## src/rtl/fft_pkg.sv

```systemverilog
// fft_pkg: shared FFT sizing constants, precision encoding, sequencer states and helpers.
package fft_pkg;
    localparam int MAX_N      = 1024;
    localparam int ADDR_WIDTH = 10;
    localparam int FP4        = 0;
    localparam int FP8        = 1;

    typedef enum logic [1:0] {IDLE, RUN, DRAIN} state_t;

    function automatic logic is_pow2(input logic [31:0] v);
        return v != 0 && (v & (v - 32'd1)) == 0;
    endfunction

    function automatic int clog2(input logic [31:0] v);
        int r = 0;
        for (int i = 0; i < 32; i++)
            if ((32'd1 << i) < v) r = i + 1;
        return r;
    endfunction
endpackage

```

## src/rtl/twseq_out_reg.sv

```systemverilog
// twseq_out_reg: one-entry ready/valid output register for twiddle, stage and butterfly index.
module twseq_out_reg #(
    parameter int AW = 10
) (
    input  logic          clk,
    input  logic          rst_n,
    input  logic          load,
    input  logic          ready,
    input  logic [15:0]   next_data,
    input  logic [AW-1:0] next_stage,
    input  logic [AW-2:0] next_bfly,
    output logic          valid,
    output logic [15:0]   data,
    output logic [AW-1:0] stage,
    output logic [AW-2:0] bfly
);
    always_ff @(posedge clk or negedge rst_n) begin
        if (!rst_n) begin
            valid <= 1'b0;
            data  <= '0;
            stage <= '0;
            bfly  <= '0;
        end else if (load) begin
            valid <= 1'b1;
            data  <= next_data;
            stage <= next_stage;
            bfly  <= next_bfly;
        end else if (ready) begin
            valid <= 1'b0;
        end
    end
endmodule

```

## src/rtl/twiddle_sequencer.sv

```systemverilog
// twiddle_sequencer: walks all radix-2 DIT stages/butterflies, addressing the twiddle ROM.
// Optional TWSEQ_STALL_CNT_EN adds a saturating backpressure cycle counter stall_cnt.
module twiddle_sequencer
    import fft_pkg::*;
#(
    parameter int MAX_N      = fft_pkg::MAX_N,
    parameter int ADDR_WIDTH = fft_pkg::ADDR_WIDTH,
    parameter int PRECISION  = fft_pkg::FP4
) (
    input  logic                  clk,
    input  logic                  rst_n,
    input  logic                  start,
    input  logic [ADDR_WIDTH:0]   n_cfg,
    output logic [ADDR_WIDTH-1:0] rom_k,
    output logic [ADDR_WIDTH:0]   rom_n,
    input  logic [15:0]           rom_data,
    output logic                  tw_valid,
    input  logic                  tw_ready,
    output logic [15:0]           twiddle_out,
    output logic [ADDR_WIDTH-1:0] tw_stage,
    output logic [ADDR_WIDTH-2:0] tw_bfly,
    output logic                  busy,
    output logic                  done,
`ifdef TWSEQ_STALL_CNT_EN
    output logic [15:0]           stall_cnt,
`endif
    output logic                  err
);
    localparam logic [ADDR_WIDTH-1:0] S_ONE = ADDR_WIDTH'(1);
    localparam logic [ADDR_WIDTH-2:0] J_ONE = (ADDR_WIDTH-1)'(1);

    // PRECISION belongs to the ROM; only its encoding is sanity-checked here.
    if (PRECISION != FP4 && PRECISION != FP8) begin : g_bad_precision
        $error("twiddle_sequencer: PRECISION must be FP4 or FP8");
    end

    state_t                state, state_nx;
    logic [ADDR_WIDTH-1:0] s, s_nx, last_s;
    logic [ADDR_WIDTH-2:0] j, j_nx, j_max;
    logic                  n_ok, go, adv, last;

    assign n_ok = is_pow2(32'(n_cfg)) && n_cfg >= (ADDR_WIDTH+1)'(2) && n_cfg <= (ADDR_WIDTH+1)'(MAX_N);
    assign go   = start && state == IDLE && n_ok;
    assign adv  = state == RUN && (!tw_valid || tw_ready);
    assign last = s == last_s && j == j_max;
    assign j_nx = j == j_max ? '0 : j + J_ONE;
    assign s_nx = j == j_max ? s + S_ONE : s;
    assign busy = state != IDLE;
    assign done = state == DRAIN && tw_valid && tw_ready;

    always_ff @(posedge clk or negedge rst_n) begin
        if (!rst_n) state <= IDLE;
        else        state <= state_nx;
    end

    always_comb begin
        state_nx = state;
        case (state)
            IDLE:    state_nx = go ? RUN : IDLE;
            RUN:     state_nx = adv && last ? DRAIN : RUN;
            DRAIN:   state_nx = tw_valid && tw_ready ? IDLE : DRAIN;
            default: state_nx = IDLE;
        endcase
    end

    // ROM address is registered alongside the counters so it never depends on inputs.
    always_ff @(posedge clk or negedge rst_n) begin
        if (!rst_n) begin
            s      <= '0;
            j      <= '0;
            last_s <= '0;
            j_max  <= '0;
            rom_k  <= '0;
            rom_n  <= '0;
            err    <= 1'b0;
        end else begin
            err <= start && state == IDLE && !n_ok;
            if (go) begin
                s      <= '0;
                j      <= '0;
                last_s <= ADDR_WIDTH'(clog2(32'(n_cfg)) - 1);
                j_max  <= (ADDR_WIDTH-1)'((n_cfg >> 1) - (ADDR_WIDTH+1)'(1));
                rom_k  <= '0;
                rom_n  <= (ADDR_WIDTH+1)'(2);
            end else if (adv && !last) begin
                s     <= s_nx;
                j     <= j_nx;
                rom_k <= ADDR_WIDTH'(j_nx) & ((S_ONE << s_nx) - S_ONE);
                rom_n <= (ADDR_WIDTH+1)'(2) << s_nx;
            end
        end
    end

    twseq_out_reg #(.AW(ADDR_WIDTH)) u_out (
        .clk        (clk),
        .rst_n      (rst_n),
        .load       (adv),
        .ready      (tw_ready),
        .next_data  (rom_data),
        .next_stage (s),
        .next_bfly  (j),
        .valid      (tw_valid),
        .data       (twiddle_out),
        .stage      (tw_stage),
        .bfly       (tw_bfly)
    );

`ifdef TWSEQ_STALL_CNT_EN
    always_ff @(posedge clk or negedge rst_n) begin
        if (!rst_n)                                             stall_cnt <= '0;
        else if (go)                                            stall_cnt <= '0;
        else if (tw_valid && !tw_ready && stall_cnt != 16'hFFFF) stall_cnt <= stall_cnt + 16'd1;
    end
`endif
endmodule

```

## config.mk

```make
export PLATFORM = sky130hd
export DESIGN_NAME = twiddle_sequencer
export DESIGN_NICKNAME = d
export VERILOG_FILES = /design/src/rtl/fft_pkg.sv /design/src/rtl/twseq_out_reg.sv /design/src/rtl/twiddle_sequencer.sv
export SDC_FILE = /design/constraint.sdc
export NUM_CORES = 1
export LEC_CHECK = 0
export ABC_AREA = 1
export CAP_MARGIN = 30
export CORE_MARGIN = 3
export CORE_UTILIZATION = 48
export CTS_BUF_LIST = sky130_fd_sc_hd__clkbuf_4 sky130_fd_sc_hd__clkbuf_8 sky130_fd_sc_hd__clkbuf_16
export DETAILED_ROUTE_END_ITERATION = 6
export HOLD_SLACK_MARGIN = 0.05
export PLACE_DENSITY = 0.77
export SETUP_SLACK_MARGIN = 0.15
export SLEW_MARGIN = 20
export SYNTH_ARGS = -nofsm -noshare
export SYNTH_HDL_FRONTEND = slang
export SYNTH_SLANG_ARGS = --single-unit
```

## constraint.sdc

```tcl
create_clock -name clk -period 2.5 [get_ports clk]
set_clock_uncertainty 0.05 [all_clocks]
set_input_delay 0.25 -clock clk [delete_from_list [all_inputs] [get_ports clk]]
set_output_delay 0.25 -clock clk [all_outputs]
set_load 0.01 [all_outputs]
```

## Word-level counts from Yosys, hierarchy flattened

Cells that the tools add are included.

| word-level totals | value |
|---|---|
| bits in registers | 98 |
| bits of input ports | 31 |
| output and inout bits | 60 |
| word-level logic and storage cells | 92 |

| operators by class | value |
|---|---|
| $add $sub $neg | 6 |
| $lt $le $gt $ge | 14 |
| eq/ne operators | 4 |
| shifts and indexed selects | 2 |
| mux-type cells | 29 |
| bitwise operators | 2 |
| reduce and logical (&&, ||, !) cells | 23 |

Operator list:

| kind | count |
|---|---|
| 10-bit 2-to-1 mux | 16 |
| 11-bit by 32-bit bitwise AND with 32-bit output | 1 |
| 32-bit zero test | 1 |
| 32-bit by 11-bit < comparator with 1-bit output, first input constant | 1 |
| 9-bit 2-to-1 mux | 3 |
| 11-bit 2-to-1 mux | 2 |
| 1-bit logical AND | 13 |
| 11-bit by 1-bit subtractor with 12-bit output, second input constant | 1 |
| 11-bit by 2-bit >= comparator with 1-bit output, second input constant | 1 |
| 11-bit less-or-equal comparator, second input constant | 1 |
| 1-bit by 11-bit < comparator with 1-bit output, first input constant | 1 |
| 10-bit by 11-bit < comparator with 1-bit output, first input constant | 1 |
| 11-bit < comparator, first input constant | 1 |
| 2-bit by 11-bit < comparator with 1-bit output, first input constant | 1 |
| 3-bit by 11-bit < comparator with 1-bit output, first input constant | 1 |
| 4-bit by 11-bit < comparator with 1-bit output, first input constant | 1 |
| 5-bit by 11-bit < comparator with 1-bit output, first input constant | 1 |
| 6-bit by 11-bit < comparator with 1-bit output, first input constant | 1 |
| 7-bit by 11-bit < comparator with 1-bit output, first input constant | 1 |
| 8-bit by 11-bit < comparator with 1-bit output, first input constant | 1 |
| 9-bit by 11-bit < comparator with 1-bit output, first input constant | 1 |
| 11-bit nonzero test | 1 |
| 2-bit by 10-bit << shifter with 11-bit output, first input constant | 1 |
| 10-bit by 1-bit adder with 10-bit output, second input constant | 1 |
| other kinds (17) | 26 |

## Longest topological paths before layout

| depth | value |
|---|---|
| depth after elaboration | 15 |
| mapped depth | 21 |
| gate-level depth less buffers | 21 |

## Cells and area by module

From an unflattened synthesis, not the netlist that was laid out.

| unflattened totals | value |
|---|---|
| cell total of the unflattened synthesis | 700 |
| area, all modules | 5312.6 sq um |

Modules (own cells, without submodules):

| module | times used | cells an instance | area an instance (sq um) | seq. area each (sq um) |
|---|---|---|---|---|
| twiddle_sequencer | 1 | 548 | 3897.5 | 1426.4 |
| twseq_out_reg | 1 | 152 | 1415.1 | 900.9 |

## Least setup slack after synthesis

Ideal clock, no wire load.

| path | value |
|---|---|
| path type | reg2reg |
| start | reg j[4] |
| end | reg rom_k[4] |
| library setup time | 117 ps |
| arrival | 2272 ps |
| required time | 2333 ps |
| slack | 61 ps |
| stages on the path, launching flop included | 18 |
| path buffers | 0 |
| period minus slack after synthesis | 2439 ps |
| cells stage by stage | dfrtp_1 inv_2 nand2_1 nand2_1 nand2_1 nor2_2 nand3_4 xor2_2 inv_1 nor2_2 nand2_1 nor2_1 inv_2 ha_1 nand2_2 o21ai_1 nand3_1 nand2_1 |

| between the ends | value |
|---|---|
| longest elaborated chain between the ends | 7 |
| elaborated cells between the ends (all ways) | 13 |
| classes of those cells | add/sub (2); eq/ne (1); shift (1); mux (4); bitwise (1); reduce/logical (4) |

Ends and longest elaborated chain:

| what | line | RTL |
|---|---|---|
| from (decl) | twiddle_sequencer.sv:39 | `logic [ADDR_WIDTH-2:0] j, j_nx, j_max;` |
| from (signal assigned) | twiddle_sequencer.sv:87 | `j <= j_nx;` |
| 9-bit == test | twiddle_sequencer.sv:45, twiddle_sequencer.sv:46, twiddle_sequencer.sv:47 |  |
| 10-bit 2-to-1 mux | twiddle_sequencer.sv:47 | `assign s_nx = j == j_max ? s + S_ONE : s;` |
| 1-bit by 10-bit << shifter with 10-bit output | twiddle_sequencer.sv:88 | `rom_k <= ADDR_WIDTH'(j_nx) & ((S_ONE << s_nx) - S_ONE);` |
| 10-bit by 1-bit subtractor with 10-bit output | twiddle_sequencer.sv:88 |  |
| 9-bit by 10-bit bitwise AND with 10-bit output | twiddle_sequencer.sv:88 |  |
| 10-bit 2-to-1 mux | twiddle_sequencer.sv:85 | `end else if (adv && !last) begin` |
| 10-bit 2-to-1 mux | twiddle_sequencer.sv:78 | `if (go) begin` |
| to (signal assigned) | twiddle_sequencer.sv:88 |  |
| to (decl) | twiddle_sequencer.sv:14 | `output logic [ADDR_WIDTH-1:0] rom_k,` |

Parallel ways exist; a longest one is shown, timed or not. The select of a mux whose other input is x is not followed.
A chain may end at the register's enable or synchronous reset.

## Worst setup path after layout

| path | value |
|---|---|
| start | reg j[8] |
| end | reg rom_k[6] |

| between the ends | value |
|---|---|
| longest elaborated chain between the ends | 7 |
| elaborated cells between the ends (all ways) | 12 |
| classes of those cells | add/sub (1); eq/ne (1); shift (1); mux (4); bitwise (1); reduce/logical (4) |

Ends and longest elaborated chain:

| what | line |
|---|---|
| 9-bit == test (*) | twiddle_sequencer.sv:45, twiddle_sequencer.sv:46, twiddle_sequencer.sv:47 |
| 10-bit 2-to-1 mux | twiddle_sequencer.sv:47 |
| 1-bit by 10-bit << shifter with 10-bit output | twiddle_sequencer.sv:88 |
| 10-bit by 1-bit subtractor with 10-bit output | twiddle_sequencer.sv:88 |
| 9-bit by 10-bit bitwise AND with 10-bit output | twiddle_sequencer.sv:88 |
| 10-bit 2-to-1 mux | twiddle_sequencer.sv:85 |
| 10-bit 2-to-1 mux | twiddle_sequencer.sv:78 |

Mark *: on every way between the ends. The rest lies on a longest branch, timed or not. The select of a mux whose other input is x is not followed.

==> impl_metrics.yaml <==
worst_setup_path:
  end_kind: "flop"
  setup.worst_path.end: "rom_k[6]"
  r2r_start: "j[8]"
  rrSetupSlack_ns: -0.1
  regToRegEndpoint: "rom_k[6]"
  startpoint_type: "flop"
  ff2ff_path_depth: 17
  setup.worst_path.start: "j[8]"
  critPathArrivalTime_ns: 2.81
  crit_required_ns: 2.71
  crit_type: "flop to flop"
  crit_fanout: 6
sta:
  period_share_pct: 103.9
  hold_violations: 0
  rsz0062_at_grt: "true"
  fin_ws_ns: -0.09761
  report.final.slew_viol_count: 0
  tightest_slew_ns: 0.8475
  hold_ws_ns: 0.1926
  slew_headroom_pct: 43.42
  post-route-min-period_ns: 2.598
  max_freq_mhz: 385.0
  setup_viol: 4
yosys:
  ys.warnings.count: 0
  synth_flop_cell: "dfrtp_1"
  syn_area_per_cell_um2: 7.733
  synth_area_um2: 5189
  synth_cells: 671
  ys_seq_area_share_pct: 44.85
  synth-seq-cells: 93
  yosysUniqueCellTypes: 49
  synth_edf_count: 0
  ys_async_sr_fraction_pct: 100.0
power_and_ir_drop:
  p_sw_share_pct: 36.43
  switchingPower_mw: 1.752
  p_seq_share_pct: 37.7
  p_int_mw: 3.057
  clkPwrFrac_pct: 23.9
  power.density_nw_per_um2: 622.2
  peakVddDrop_mv: 0.4730
  combPwrFrac_pct: 38.3
  power.static_leakage_nw: 3.878
cts:
  cts.sinks: 93
  path_clk_slew_ns: 0.11
  root_buffer: "clkbuf_8"
  cts_tree: "done"
  insertion_delay_ns: 0.36
  h-tree-depth: 3
  clk_path_buf_depth: 2
  cts_buffers: 9
grt:
  grt_pass1_vias: 5057
  antenna_found_initial: 0
  grt_max_degree: 56
  grt_overflow_total: 0
  grt_usage_pct: 25.01
  grt_pass1_wl_um: 23760
min_path:
  whs_path_depth: 3
  min_path_type: "input port to flop"
detailed_routing:
  drtAntennaViolNets: 0
  drt-initial-drc-count: 336
  met3_length_um: 1093
  wirelength_um: 15770
  wl_per_cell_um: 15.36
  dr_wl_met2_um: 8124
  wl_met1_um: 6141
  highest_layer: "met4"
  vias: 5418
  drc: 0
  viasPerCell: 5.276
  firstDrtPassIters: 5
layout:
  drive_gt1_share_pct: 30.30
  area_growth_pct: 48.98
  postLayoutCoreUtil_pct: 74.21
  fin_nets: 927
  antenna_cells: 0
floorplanning:
  die_area_um2: 12090
  ioPinCount: 91
  rows: 37
  initial_core_util_pct: 49.81
  die_w_um: 110.0
  design.core.area_um2: 10420
  dieHeight_um: 110.0
run_status:
  status: "finished, violations left"
  violations: "setup timing"
place:
  pre_cts_ws_ns: -0.4029
  dp_hpwl_um: 10810
  portBuffers: 88
  gp_congestion: 0.8924
run:
  maxCapViolations: 0
-- routing by layer --
metal / vias to the layer above / GRT usage (%)
met3: 39 / 4.601
met1: 2572 / 31.42
met4: 0 / 8.638
li1: 2572 / -
met2: 235 / 43.20
met5: - / 0
-- placed cells by master, fill, tap and decap left out, drive strengths merged, types with 3 or more instances in the layout --
master,count
nand2,229
buf,133
dfrtp,93
inv,83
clkdlybuf4s50,80
o21ai,69
nor2,58
nand3,33
xor2,15
o22ai,13
nand4,13
clkbuf,10
a21oi,9
ha,9
nor3,8
xnor2,7
dlymetal6s2s,4
clkinv,3
-- worst min path at each step --
stage / from / to
2_1_floorplan: rst_n / err
3_3_place_gp: rst_n / u_out.stage[7]
3_5_place_dp: rst_n / u_out.stage[5]
4_1_cts: n_cfg[1] / j_max[0]
5_1_grt: n_cfg[1] / j_max[0]
6_report: n_cfg[1] / j_max[0]
-- power groups by stage --
| stage | Sequential [mW] | Combinational, mW | Clock (mW) |
|---|---|---|---|
| final | 1.82 | 1.84 | 1.15 |
| after detailed placement | 1.83 | 1.53 | 0 |
| after floorplan | 1.83 | 0.819 | 0 |
| after global placement | 1.82 | 1.48 | 0 |
| after global routing | 1.83 | 2.00 | 1.22 |
| after CTS | 1.80 | 1.63 | 1.15 |
-- final cells by class --
type	instances	area [µm²]
Timing Repair Buffer	221	1929
Multi-Input combinational cell	479	2761
Tap cell	136	170.2
Sequential cell	93	2331
Inverter	83	317.8
Fill cell	762	2686
Clock inverter	6	96.34
Clock buffer	9	123.9
-- registers in the layout (all words and copies together) (netlist names) --
register     cells
u_out.valid      1
rom_k            9
err              1
j                9
u_out.bfly       9
last_s           7
j_max            9
rom_n           10
s               10
u_out.stage     10
state            2
u_out.data      16
-- stage by stage --
step / power [mW] / setup TNS, ns / cell area [µm²] / cells
floorplan: 2.644 / 0 / 5219 / 672
global placement: 3.305 / -7.029 / 6982 / 982
detailed placement: 3.356 / -8.506 / 6982 / 982
CTS: 4.587 / 0 / 7457 / 1014
global route: 5.051 / -0.8003 / 7730 / 1027
finish: 4.809 / -0.3399 / 7730 / 1027
-- what timing repair did --
item	CTS	global route
endpoints found under the hold margin	40	0
pin swaps	29	45
hold buffers	1	0
resized for setup	39	63
setup endpoints to repair	15	46
setup buffers	16	13
gates cloned	0	0
-- synthesized netlist by cell type (3+ instances only) --
library cell	number	area (µm²)
a21oi_1	9	45.04
xor2_1	14	122.6
nand3_1	31	155.2
nand4_1	11	68.82
nor2_2	8	50.05
clkbuf_1	10	37.54
nor2_1	44	165.2
o21ai_0	59	295.3
dfrtp_1	93	2327
inv_2	14	52.55
nand2_2	10	62.56
nor3_1	6	30.03
buf_2	3	15.01
nor2_4	4	45.04
o22ai_1	13	81.33
inv_1	67	251.5
xnor2_1	6	52.55
ha_1	9	112.6
nand2_1	217	814.5
o21ai_1	8	40.04
-- kinds of logic after synthesis --
logic type / after synthesis / share of synthesized area [%]
xor gates and xnor gates: 22 / 4.003
other: 1 / 0.07227
AOI/OAI and AO/OA: 103 / 11.26
buffers and inverters: 100 / 7.644
DFF: 93 / 44.85
adders and majority gates: 9 / 2.170
and+or+nand+nor: 343 / 30.00
-- critical path: stages (launching register included) --
cell,delay (ns)
dfrtp_2,0.46
xnor2_2,0.19
buf_6,0.16
inv_1,0.07
nor2_2,0.14
nand3_2,0.10
nand2_1,0.12
nand2_2,0.10
nor2_4,0.15
nand3_4,0.11
nor2_4,0.12
buf_4,0.11
buf_4,0.10
nand4_1,0.08
nor2_1,0.18
nand3_2,0.10
nand3_2,0.07
nand2_1,0.05
No activity file was read; power rests on OpenSTA's default activity.
